--- config.mk ---
export PLATFORM = sky130hd
export DESIGN_NAME = ps2_keyboard_rx
export DESIGN_NICKNAME = d
export VERILOG_FILES = /design/src/rtl/ps2_keyboard_rx.sv
export SDC_FILE = /design/constraint.sdc
export NUM_CORES = 1
export LEC_CHECK = 0
export ABC_AREA = 0
export BUFFER_PORTS_ARGS = -buffer_cell sky130_fd_sc_hd__buf_2
export CORE_ASPECT_RATIO = 1.5
export CORE_UTILIZATION = 35
export CTS_CLUSTER_SIZE = 24
export DETAILED_ROUTE_END_ITERATION = 10
export PLACE_DENSITY = 0.58
export SETUP_SLACK_MARGIN = 0.4
export SYNTH_ARGS = -nofsm -noshare
export SYNTH_HDL_FRONTEND = slang
export SYNTH_SLANG_ARGS = --single-unit
export TNS_END_PERCENT = 50
--- constraint.sdc ---
create_clock -name clk -period 7.32 [get_ports clk]
set_clock_uncertainty 0.1 [all_clocks]
set_input_delay 1.098 -clock clk [delete_from_list [all_inputs] [get_ports clk]]
set_output_delay 1.098 -clock clk [all_outputs]
set_load 0.1 [all_outputs]
--- src/rtl/ps2_keyboard_rx.sv ---
// ps2_keyboard_rx
//   Receives device-to-host PS/2 keyboard frames (start, 8 data bits LSB-first,
//   odd parity, stop) from the raw clock/data pins. It de-glitches both pins,
//   checks framing and parity, and queues good scan-code bytes in a
//   first-word-fall-through FIFO that the CPU reads.
//
// Parameters
//   FILTER_LEN      consecutive differing synced samples before a filtered level changes
//   TIMEOUT_CYCLES  clk cycles allowed between frame falling edges before abandoning a frame
//   FIFO_AW         FIFO address width (depth = 2**FIFO_AW)
//
// Ports
//   clk          system clock
//   reset        asynchronous, active-high reset
//   ps2_clock    raw PS/2 clock pin (asynchronous)
//   ps2_data     raw PS/2 data pin (asynchronous)
//   rd_en        pop the head byte (ignored while rd_valid is low)
//   rd_data      head byte of the FIFO, 0 while empty
//   rd_valid     FIFO not empty
//   frame_error  sticky: bad start/parity/stop bit or inter-edge timeout
//   overflow     sticky: good byte dropped because the FIFO was full
//   clear_err    clears frame_error and overflow (a new set in the same cycle wins)
`timescale 1ns/1ps

module ps2_keyboard_rx #(
  parameter int FILTER_LEN     = 8,
  parameter int TIMEOUT_CYCLES = 20000,
  parameter int FIFO_AW        = 4
) (
  input  logic       clk,
  input  logic       reset,
  input  logic       ps2_clock,
  input  logic       ps2_data,
  input  logic       rd_en,
  output logic [7:0] rd_data,
  output logic       rd_valid,
  output logic       frame_error,
  output logic       overflow,
  input  logic       clear_err
);

  localparam int CW    = (FILTER_LEN > 1) ? $clog2(FILTER_LEN) : 1;
  localparam int TW    = $clog2(TIMEOUT_CYCLES + 1);
  localparam int DEPTH = 2 ** FIFO_AW;

  typedef enum logic [1:0] {
    IDLE,
    DATA,
    PARITY,
    STOP
  } state_t;

  // ---------------------------------------------------------------------------
  // Input path: two-flop synchronizer and run-length glitch filter per pin.
  // The filtered level only follows the synced pin after FILTER_LEN
  // consecutive samples that disagree with it; any agreeing sample restarts
  // the count.
  // ---------------------------------------------------------------------------
  logic          clk_sync1, clk_sync2, clk_filt, clk_prev;
  logic          dat_sync1, dat_sync2, dat_filt;
  logic [CW-1:0] clk_cnt, dat_cnt;

  always_ff @(posedge clk or posedge reset) begin
    if (reset) begin
      clk_sync1 <= 1'b1;
      clk_sync2 <= 1'b1;
      clk_filt  <= 1'b1;
      clk_cnt   <= '0;
    end else begin
      clk_sync1 <= ps2_clock;
      clk_sync2 <= clk_sync1;
      if (clk_sync2 == clk_filt) begin
        clk_cnt <= '0;
      end else if (clk_cnt == CW'(FILTER_LEN - 1)) begin
        clk_filt <= clk_sync2;
        clk_cnt  <= '0;
      end else begin
        clk_cnt <= clk_cnt + 1'b1;
      end
    end
  end

  always_ff @(posedge clk or posedge reset) begin
    if (reset) begin
      dat_sync1 <= 1'b1;
      dat_sync2 <= 1'b1;
      dat_filt  <= 1'b1;
      dat_cnt   <= '0;
    end else begin
      dat_sync1 <= ps2_data;
      dat_sync2 <= dat_sync1;
      if (dat_sync2 == dat_filt) begin
        dat_cnt <= '0;
      end else if (dat_cnt == CW'(FILTER_LEN - 1)) begin
        dat_filt <= dat_sync2;
        dat_cnt  <= '0;
      end else begin
        dat_cnt <= dat_cnt + 1'b1;
      end
    end
  end

  always_ff @(posedge clk or posedge reset) begin
    if (reset) begin
      clk_prev <= 1'b1;
    end else begin
      clk_prev <= clk_filt;
    end
  end

  // One-cycle pulse in the cycle the filtered clock first reads low.
  logic fall;
  assign fall = clk_prev & ~clk_filt;

  // ---------------------------------------------------------------------------
  // Frame parser
  // ---------------------------------------------------------------------------
  state_t        state, state_next;
  logic [2:0]    bit_cnt, bit_cnt_next;
  logic [7:0]    shift, shift_next;
  logic          parity, parity_next;
  logic [TW-1:0] timer, timer_next;
  logic          push;
  logic          err_set;
  logic          timeout;

  always_ff @(posedge clk or posedge reset) begin
    if (reset) begin
      state   <= IDLE;
      bit_cnt <= '0;
      shift   <= '0;
      parity  <= 1'b0;
      timer   <= '0;
    end else begin
      state   <= state_next;
      bit_cnt <= bit_cnt_next;
      shift   <= shift_next;
      parity  <= parity_next;
      timer   <= timer_next;
    end
  end

  // A falling edge in the same cycle the timer expires still counts as an
  // edge, so the timeout only fires when no edge arrives.
  assign timeout = (state != IDLE) && !fall && (timer == TW'(TIMEOUT_CYCLES - 1));

  always_comb begin
    state_next   = state;
    bit_cnt_next = bit_cnt;
    shift_next   = shift;
    parity_next  = parity;
    timer_next   = timer;
    push         = 1'b0;
    err_set      = 1'b0;

    if (state == IDLE || fall) begin
      timer_next = '0;
    end else begin
      timer_next = timer + 1'b1;
    end

    case (state)
      IDLE: begin
        if (fall) begin
          if (!dat_filt) begin
            state_next   = DATA;
            bit_cnt_next = '0;
          end else begin
            err_set = 1'b1;
          end
        end
      end
      DATA: begin
        if (fall) begin
          shift_next   = {dat_filt, shift[7:1]};
          bit_cnt_next = bit_cnt + 1'b1;
          if (bit_cnt == 3'd7) begin
            state_next = PARITY;
          end
        end
      end
      PARITY: begin
        if (fall) begin
          parity_next = dat_filt;
          state_next  = STOP;
        end
      end
      STOP: begin
        if (fall) begin
          state_next = IDLE;
          if (dat_filt && ((^shift) ^ parity)) begin
            push = 1'b1;
          end else begin
            err_set = 1'b1;
          end
        end
      end
      default: begin
        state_next = IDLE;
      end
    endcase

    if (timeout) begin
      state_next = IDLE;
      timer_next = '0;
      err_set    = 1'b1;
    end
  end

  // ---------------------------------------------------------------------------
  // FWFT FIFO. Pointers carry one extra wrap bit so full and empty are
  // distinguishable without a separate count.
  // ---------------------------------------------------------------------------
  logic [7:0]       mem [DEPTH];
  logic [FIFO_AW:0] wr_ptr, rd_ptr;
  logic             full;
  logic             pop;
  logic             wr_accept;
  logic             drop;

  assign rd_valid  = (wr_ptr != rd_ptr);
  assign full      = (wr_ptr[FIFO_AW] != rd_ptr[FIFO_AW]) &&
                     (wr_ptr[FIFO_AW-1:0] == rd_ptr[FIFO_AW-1:0]);
  assign pop       = rd_en & rd_valid;
  // A push into a full FIFO still fits when the head leaves in the same cycle.
  assign wr_accept = push & (~full | pop);
  assign drop      = push & full & ~pop;
  assign rd_data   = rd_valid ? mem[rd_ptr[FIFO_AW-1:0]] : '0;

  always_ff @(posedge clk) begin
    if (wr_accept) begin
      mem[wr_ptr[FIFO_AW-1:0]] <= shift;
    end
  end

  always_ff @(posedge clk or posedge reset) begin
    if (reset) begin
      wr_ptr <= '0;
      rd_ptr <= '0;
    end else begin
      if (wr_accept) begin
        wr_ptr <= wr_ptr + 1'b1;
      end
      if (pop) begin
        rd_ptr <= rd_ptr + 1'b1;
      end
    end
  end

  // ---------------------------------------------------------------------------
  // Sticky status flags
  // ---------------------------------------------------------------------------
  always_ff @(posedge clk or posedge reset) begin
    if (reset) begin
      frame_error <= 1'b0;
      overflow    <= 1'b0;
    end else begin
      if (err_set) begin
        frame_error <= 1'b1;
      end else if (clear_err) begin
        frame_error <= 1'b0;
      end
      if (drop) begin
        overflow <= 1'b1;
      end else if (clear_err) begin
        overflow <= 1'b0;
      end
    end
  end

endmodule

==> results of run 1 <==
## worst register-to-register path, stage by stage (launching register included)
cell	delay, ns
dfrtp_1	0.84
xnor2_1	0.19
xnor3_2	0.50
xnor2_4	0.27
nand4_1	0.26
nor2b_1	0.66
## area by class of cell
type	count	area (um2)	share of cell area, %
well taps	268	335	3.91
clock buffers	17	425	4.96
clock inverters	15	219	2.55
inverters	9	33.8	0.394
multi-input cells	237	2250	26.2
flip-flops and latches	182	5200	60.7
repair buffers	20	110	1.28
## metal layers
layer  wire length, um  vias up
li1                  -     1773
met1              5960     1959
met2              8130       62
met3               461       15
met4               283        0
met5                 0        -
## placed cells by master (no fill, tap or decap), types with 3 or more instances in the layout
cell type  instances
nor3_1             4
ha_1              16
nand3_1            7
xor2_1            13
dfrtp_1           46
a22oi_1           16
nor2b_1            8
edfxtp_1         128
nor3b_1            3
nand4_1            8
o21ai_0            6
and3_2             4
xnor2_1           20
dfstp_2            7
mux2_2            13
nor2_1            21
inv_6              3
and3_1            16
buf_4              4
mux4_2            32
inv_8              6
nand2_1           14
and2_1             3
clkbuf_16         17
inv_1              8
clkinv_8           4
a21oi_1            8
buf_2             16
## power by group
group / switching (mW) / total, mW / internal, mW
registers: 0.102 / 1.27 / 1.17
clock network: 0.443 / 0.974 / 0.532
logic: 0.476 / 0.728 / 0.252
## through the flow
| step | cell area (um2) | worst slack [ns] | power [mW] | instances |
|---|---|---|---|---|
| after floorplan | 7580 | 3.33 | 1.88 | 448 |
| after global placement | 7940 | 3.56 | 2.01 | 716 |
| after detailed placement | 7940 | 3.43 | 2.03 | 716 |
| after CTS | 8580 | 2.93 | 3.01 | 748 |
| after global routing | 8580 | 2.71 | 3.11 | 748 |
| final | 8580 | 3.03 | 2.97 | 748 |
## worst paths after layout
check,cells after the start,from,end
hold / removal,0,dat_sync1,dat_sync2
setup / recovery,6,rd_ptr[0],rd_data[4]
hold reg to reg,0,dat_sync1,dat_sync2
min in group asynchronous,3,reset,shift[5]
setup reg to reg,5,shift[1],mem[7][6]
max in group asynchronous,3,reset,rd_ptr[0]
## sequential cells by signal (all words and copies together), names as in the netlist, 2 cells and up
register and flops:
mem 128, timer 15, shift 8, rd_ptr 5, wr_ptr 5, bit_cnt 3
clk_cnt 3, dat_cnt 3, state 2
## cell families after synthesis
kind of cell / share of synthesized area [%]
flip-flops: 68.7
AND/OR/NAND/NOR: 7.00
multiplexers: 11.6
AO/OA/AOI/OAI: 3.80
XOR/XNOR: 4.70
buffers and inverters: 1.63
adder cells (fa/ha/maj): 2.64
==> results.toml, run 1 <==
[status]
status = "finished, final reports clean"

[sta]
report.final.slew_viol_count = 0
finalHoldViolCount = 0
tightestPinTransition_ns = 0.937
clock.fmax_mhz = 233
whs_ns = 0.257
tns_ns = 0
rsz0062_at_grt = "no"
min_period_ns = 4.29
setup_viol = 0
slew_headroom_pct = 37.4
min_period_over_period_pct = 58.5

[setup_path]
crit_family = "simple AND/OR/NAND/NOR gates"
crit_path_end_kind = "output port"
required_ns = 6.12
cp_slowest_cell = "dfrtp_2"
crit_chain = "buf_4 > xnor2_1 > nand4_1 > nor2_1 > a21oi_1 > buf_2"
arrival_ns = 3.09
path_class = "flip-flop to output port"
r2r_slack_ns = 4.13
critPathBufInv = 2
cp-start-kind = "flip-flop"
crit_path_max_incr_delay_ns = 0.70
path_max_fanout = 21

[global_routing]
grt_pass1_vias = 4106
grt_pass1_wl_um = 23200
grtUsageMet2_pct = 26.1
gr-max-usage-layer = "met2"
grt_overflow = 0
grtUsageTotal_pct = 14.5
grt_use_met3_pct = 3.03
grt_max_degree = 55
grt_use_met1_pct = 16.2
antenna_found_initial = 0

[final_layout]
fin_util_pct = 40.6
fin_nets = 489
diodes = 0
drive_gt1_share_pct = 24.2
syn2layout_area_growth_pct = 13.2
fill_cells = 1893

[yosys]
syn-num-nets = 470
syn_area_um2 = 7580
avgSynthCellArea_um2 = 16.9
yosys_warnings = 0
async_flop_share_pct = 29.7
synth_seq_cells = 182
netlist.area_leader.share_pct = 50.7
synth_area_leaders = "edfxtp_1, dfrtp_1, mux4_2"
synth-main-ff-cell = "edfxtp_1"
netlist.top_cell.by_area = "edfxtp_1"
synth_edf_count = 128
postSynthCellCount = 448
synth_commonest_cells = "edfxtp_1, dfrtp_1, mux4_2"
yosysMostFrequentCell = "edfxtp_1"
synth.distinct_cells = 47
synth_seq_area_share_pct = 68.7

[route]
drcViolationCount = 0
avgViaCountPerCell = 5.09
dr.pass1.iters = 4
vias = 3809
drt_wl_total_um = 14800
ant_nets = 0
post_drt_wl_per_cell_um = 19.8
drt-initial-drc-count = 326

[cts]
htreeDepth = 4
hold_buffers = 0
cts_tree = "built"
numCtsBuffers = 17
clock-sinks = 182
ctsLongestPathBuffers = 2
cts.root.buffer_cell = "clkbuf_16"
post_cts_buffers = 0
clkTransAtPathRegs_ns = 0.07
post_cts_resized = 0
clock_latency_ns = 0.43

[placement]
place.gp.congestion = 0.745
dp_hpwl_um = 9890
port_buffers = 16

[run]
drv_cap = 0

[die]
fp.coreArea_um2 = 21100
start_util_pct = 35.8
dieWidth_um = 122
dieArea_um2 = 22300
io_pins = 17
die_h_um = 182
std_cell_rows = 65

[hold_path]
hp-class = "flip-flop to flip-flop"

[power]
leakagePower_nw = 3.18
peakVddDrop_mv = 0.245
power.density_nw_per_um2 = 346
Power figures use the tool's default switching activity.
==> run 2: changes to the inputs <==
ABC_AREA = 1   (was 0)
clock period = 4.3 ns   (was 7.32 ns; I/O delays follow)
==> run 2 against run 1 <==
Against the previous run:
- the flow now finishes with violations (DRC)
- cell count increased by 36%
- sequential share of layout area decreased by 2.7 points
- register-to-register slack got worse by 3.2 ns
- sequential power increased by 70%
- die area increased by 4.5%
- largest cell class unchanged
==> results.toml, run 2 <==
[status]
status = "complete, but fails checks"
violations = "DRC"

[yosys]
synth.distinct_cells = 41
synth_seq_cells = 182
synth_commonest_cells = "edfxtp_1, nor2_1, nand2_1"
yosys_warnings = 0
syn-num-nets = 722
netlist.top_cell.by_area = "edfxtp_1"
synth_edf_count = 128
postSynthCellCount = 700
netlist.area_leader.share_pct = 48.5
synth_seq_area_share_pct = 65.7
synth_area_leaders = "edfxtp_1, dfrtp_1, nor2_1"
syn_area_um2 = 7930
synth-main-ff-cell = "edfxtp_1"
async_flop_share_pct = 29.7
yosysMostFrequentCell = "edfxtp_1"
avgSynthCellArea_um2 = 11.3

[global_routing]
grt_pass1_wl_um = 27600
grt_overflow = 0
grt_max_degree = 68
grt_pass1_vias = 5000
antenna_found_initial = 0
grtUsageTotal_pct = 16.1

[final_layout]
syn2layout_area_growth_pct = 13.4
layout_commonest_cell = "edfxtp_1"
layout_common_cells = "edfxtp_1, nor2_1, nand2_1"
seq_area_um2 = 5210
drive_gt1_share_pct = 12.9
fin_nets = 751
fill_cells = 2138
diodes = 0
stdcell_count = 1018
largest_reg_flops = 128
multi_input_area_um2 = 2340

[die]
dieWidth_um = 125
io_pins = 17
fp.coreArea_um2 = 22300
die_h_um = 186
start_util_pct = 35.5
dieArea_um2 = 23300
std_cell_rows = 67

[cts]
hold_buffers = 0
clock_latency_ns = 0.44
cts_tree = "built"
htreeDepth = 4
post_cts_resized = 0
numCtsBuffers = 17
clock-sinks = 182
clkTransAtPathRegs_ns = 0.07
ctsLongestPathBuffers = 2
post_cts_buffers = 0
cts.root.buffer_cell = "clkbuf_16"

[route]
vias = 5110
drt-initial-drc-count = 467
ant_nets = 0
drcViolationCount = 5
dr.pass1.iters = 7
post_drt_wl_per_cell_um = 17.0
avgViaCountPerCell = 5.02
drt_wl_total_um = 17300

[sta]
tns_ns = 0
slew_headroom_pct = 32.2
finalHoldViolCount = 0
setup_viol = 0
whs_ns = 0.196
tightestPinTransition_ns = 1.02
min_period_over_period_pct = 84.1
min_period_ns = 3.62
clock.fmax_mhz = 277
rsz0062_at_grt = "no"
report.final.slew_viol_count = 0

[hold_path]
hp-start = "ps2_clock"
hp-class = "primary input to flip-flop"
hold_depth = 1
min_to = "clk_sync1"

[setup_path]
cp-start-kind = "flip-flop"
path_max_fanout = 59
reg2reg_to = "mem[15][7]"
r2r_start = "shift[3]"
arrival_ns = 2.87
required_ns = 3.56
reg2reg_depth = 10
r2r_slack_ns = 0.93
path_class = "flip-flop to output port"
crit_path_end_kind = "output port"

[power]
leakagePower_nw = 3.39
power.density_nw_per_um2 = 622
report.power.total_mw = 5.59
peakVddDrop_mv = 0.639
power_frac_seq_pct = 38.6
sw_frac_of_total_pct = 40.8
power_frac_comb_pct = 32.5
clkPwrFrac_pct = 28.9
power_switching_mw = 2.28
p_int_mw = 3.31

[placement]
dp_hpwl_um = 11100
dp_cells = 986
place.gp.congestion = 0.765
port_buffers = 16

[run]
drv_cap = 0
-- run 2: layout make-up --
| class | count | share of cell area (%) |
|---|---|---|
| Timing Repair Buffer | 36 | 2.70 |
| Sequential cell | 182 | 57.9 |
| Multi-Input combinational cell | 427 | 26.0 |
| Inverter | 65 | 2.71 |
| Clock inverter | 15 | 2.07 |
| Clock buffer | 17 | 4.73 |
| Tap cell | 276 | 3.84 |
-- run 2: how the worst max path moves through the flow --
stage | startpoint | endpoint | cells past startpoint
global placement | rd_ptr[1] | mem[2][6] | 5
detailed placement | shift[3] | mem[15][5] | 10
CTS | rd_ptr[1] | rd_data[1] | 8
floorplan | wr_ptr[2] | rd_data[4] | 6
global route | rd_ptr[1] | rd_data[6] | 6
finish | rd_ptr[1] | rd_data[6] | 6
-- run 2: per-layer routing --
layer	part of all wire (%)	GRT usage, %	up-vias
li1	-	-	2495
met1	41	17.4	2490
met2	53	29.4	93
met3	3.8	4.23	32
met4	3.0	7.27	0
met5	0	0	-
-- run 2: cells by family (layout without fill, tap and decap cells) --
group,after synthesis,count (layout),synth area share (%)
fa+ha+maj,16,16,2.53
xor+xnor,13,13,1.44
simple gates,264,264,14.3
flops,182,182,65.7
compound gates,121,121,9.57
mux,13,13,1.66
buf+inv,91,133,4.82
-- run 2: per-stage QoR --
step | area, um2 | worst slack (ns) | util [%]
2_1_floorplan | 7930 | 0.607 | -
3_3_place_gp | 8380 | 0.996 | 37.6
3_5_place_dp | 8380 | 1.02 | 37.6
4_1_cts | 8990 | 0.639 | 40.3
5_1_grt | 8990 | 0.444 | 40.3
6_report | 8990 | 0.685 | 40.3
-- run 2: critical path, stage by stage, from the launching register on --
cell	delay, ns
dfrtp_2	1.03
buf_4	0.31
o21ai_0	0.10
o32ai_1	0.19
nand2_1	0.14
a31oi_1	0.21
buf_2	0.46
-- run 2: power by group through the flow --
stage               registers [mW]  clock network, mW  logic, mW
finish                        2.16               1.62       1.82
global route                  2.18               1.72       1.98
CTS                           2.16               1.65       1.84
detailed placement            2.19                  0       1.84
global placement              2.19                  0       1.83
floorplan                     2.08                  0       1.52
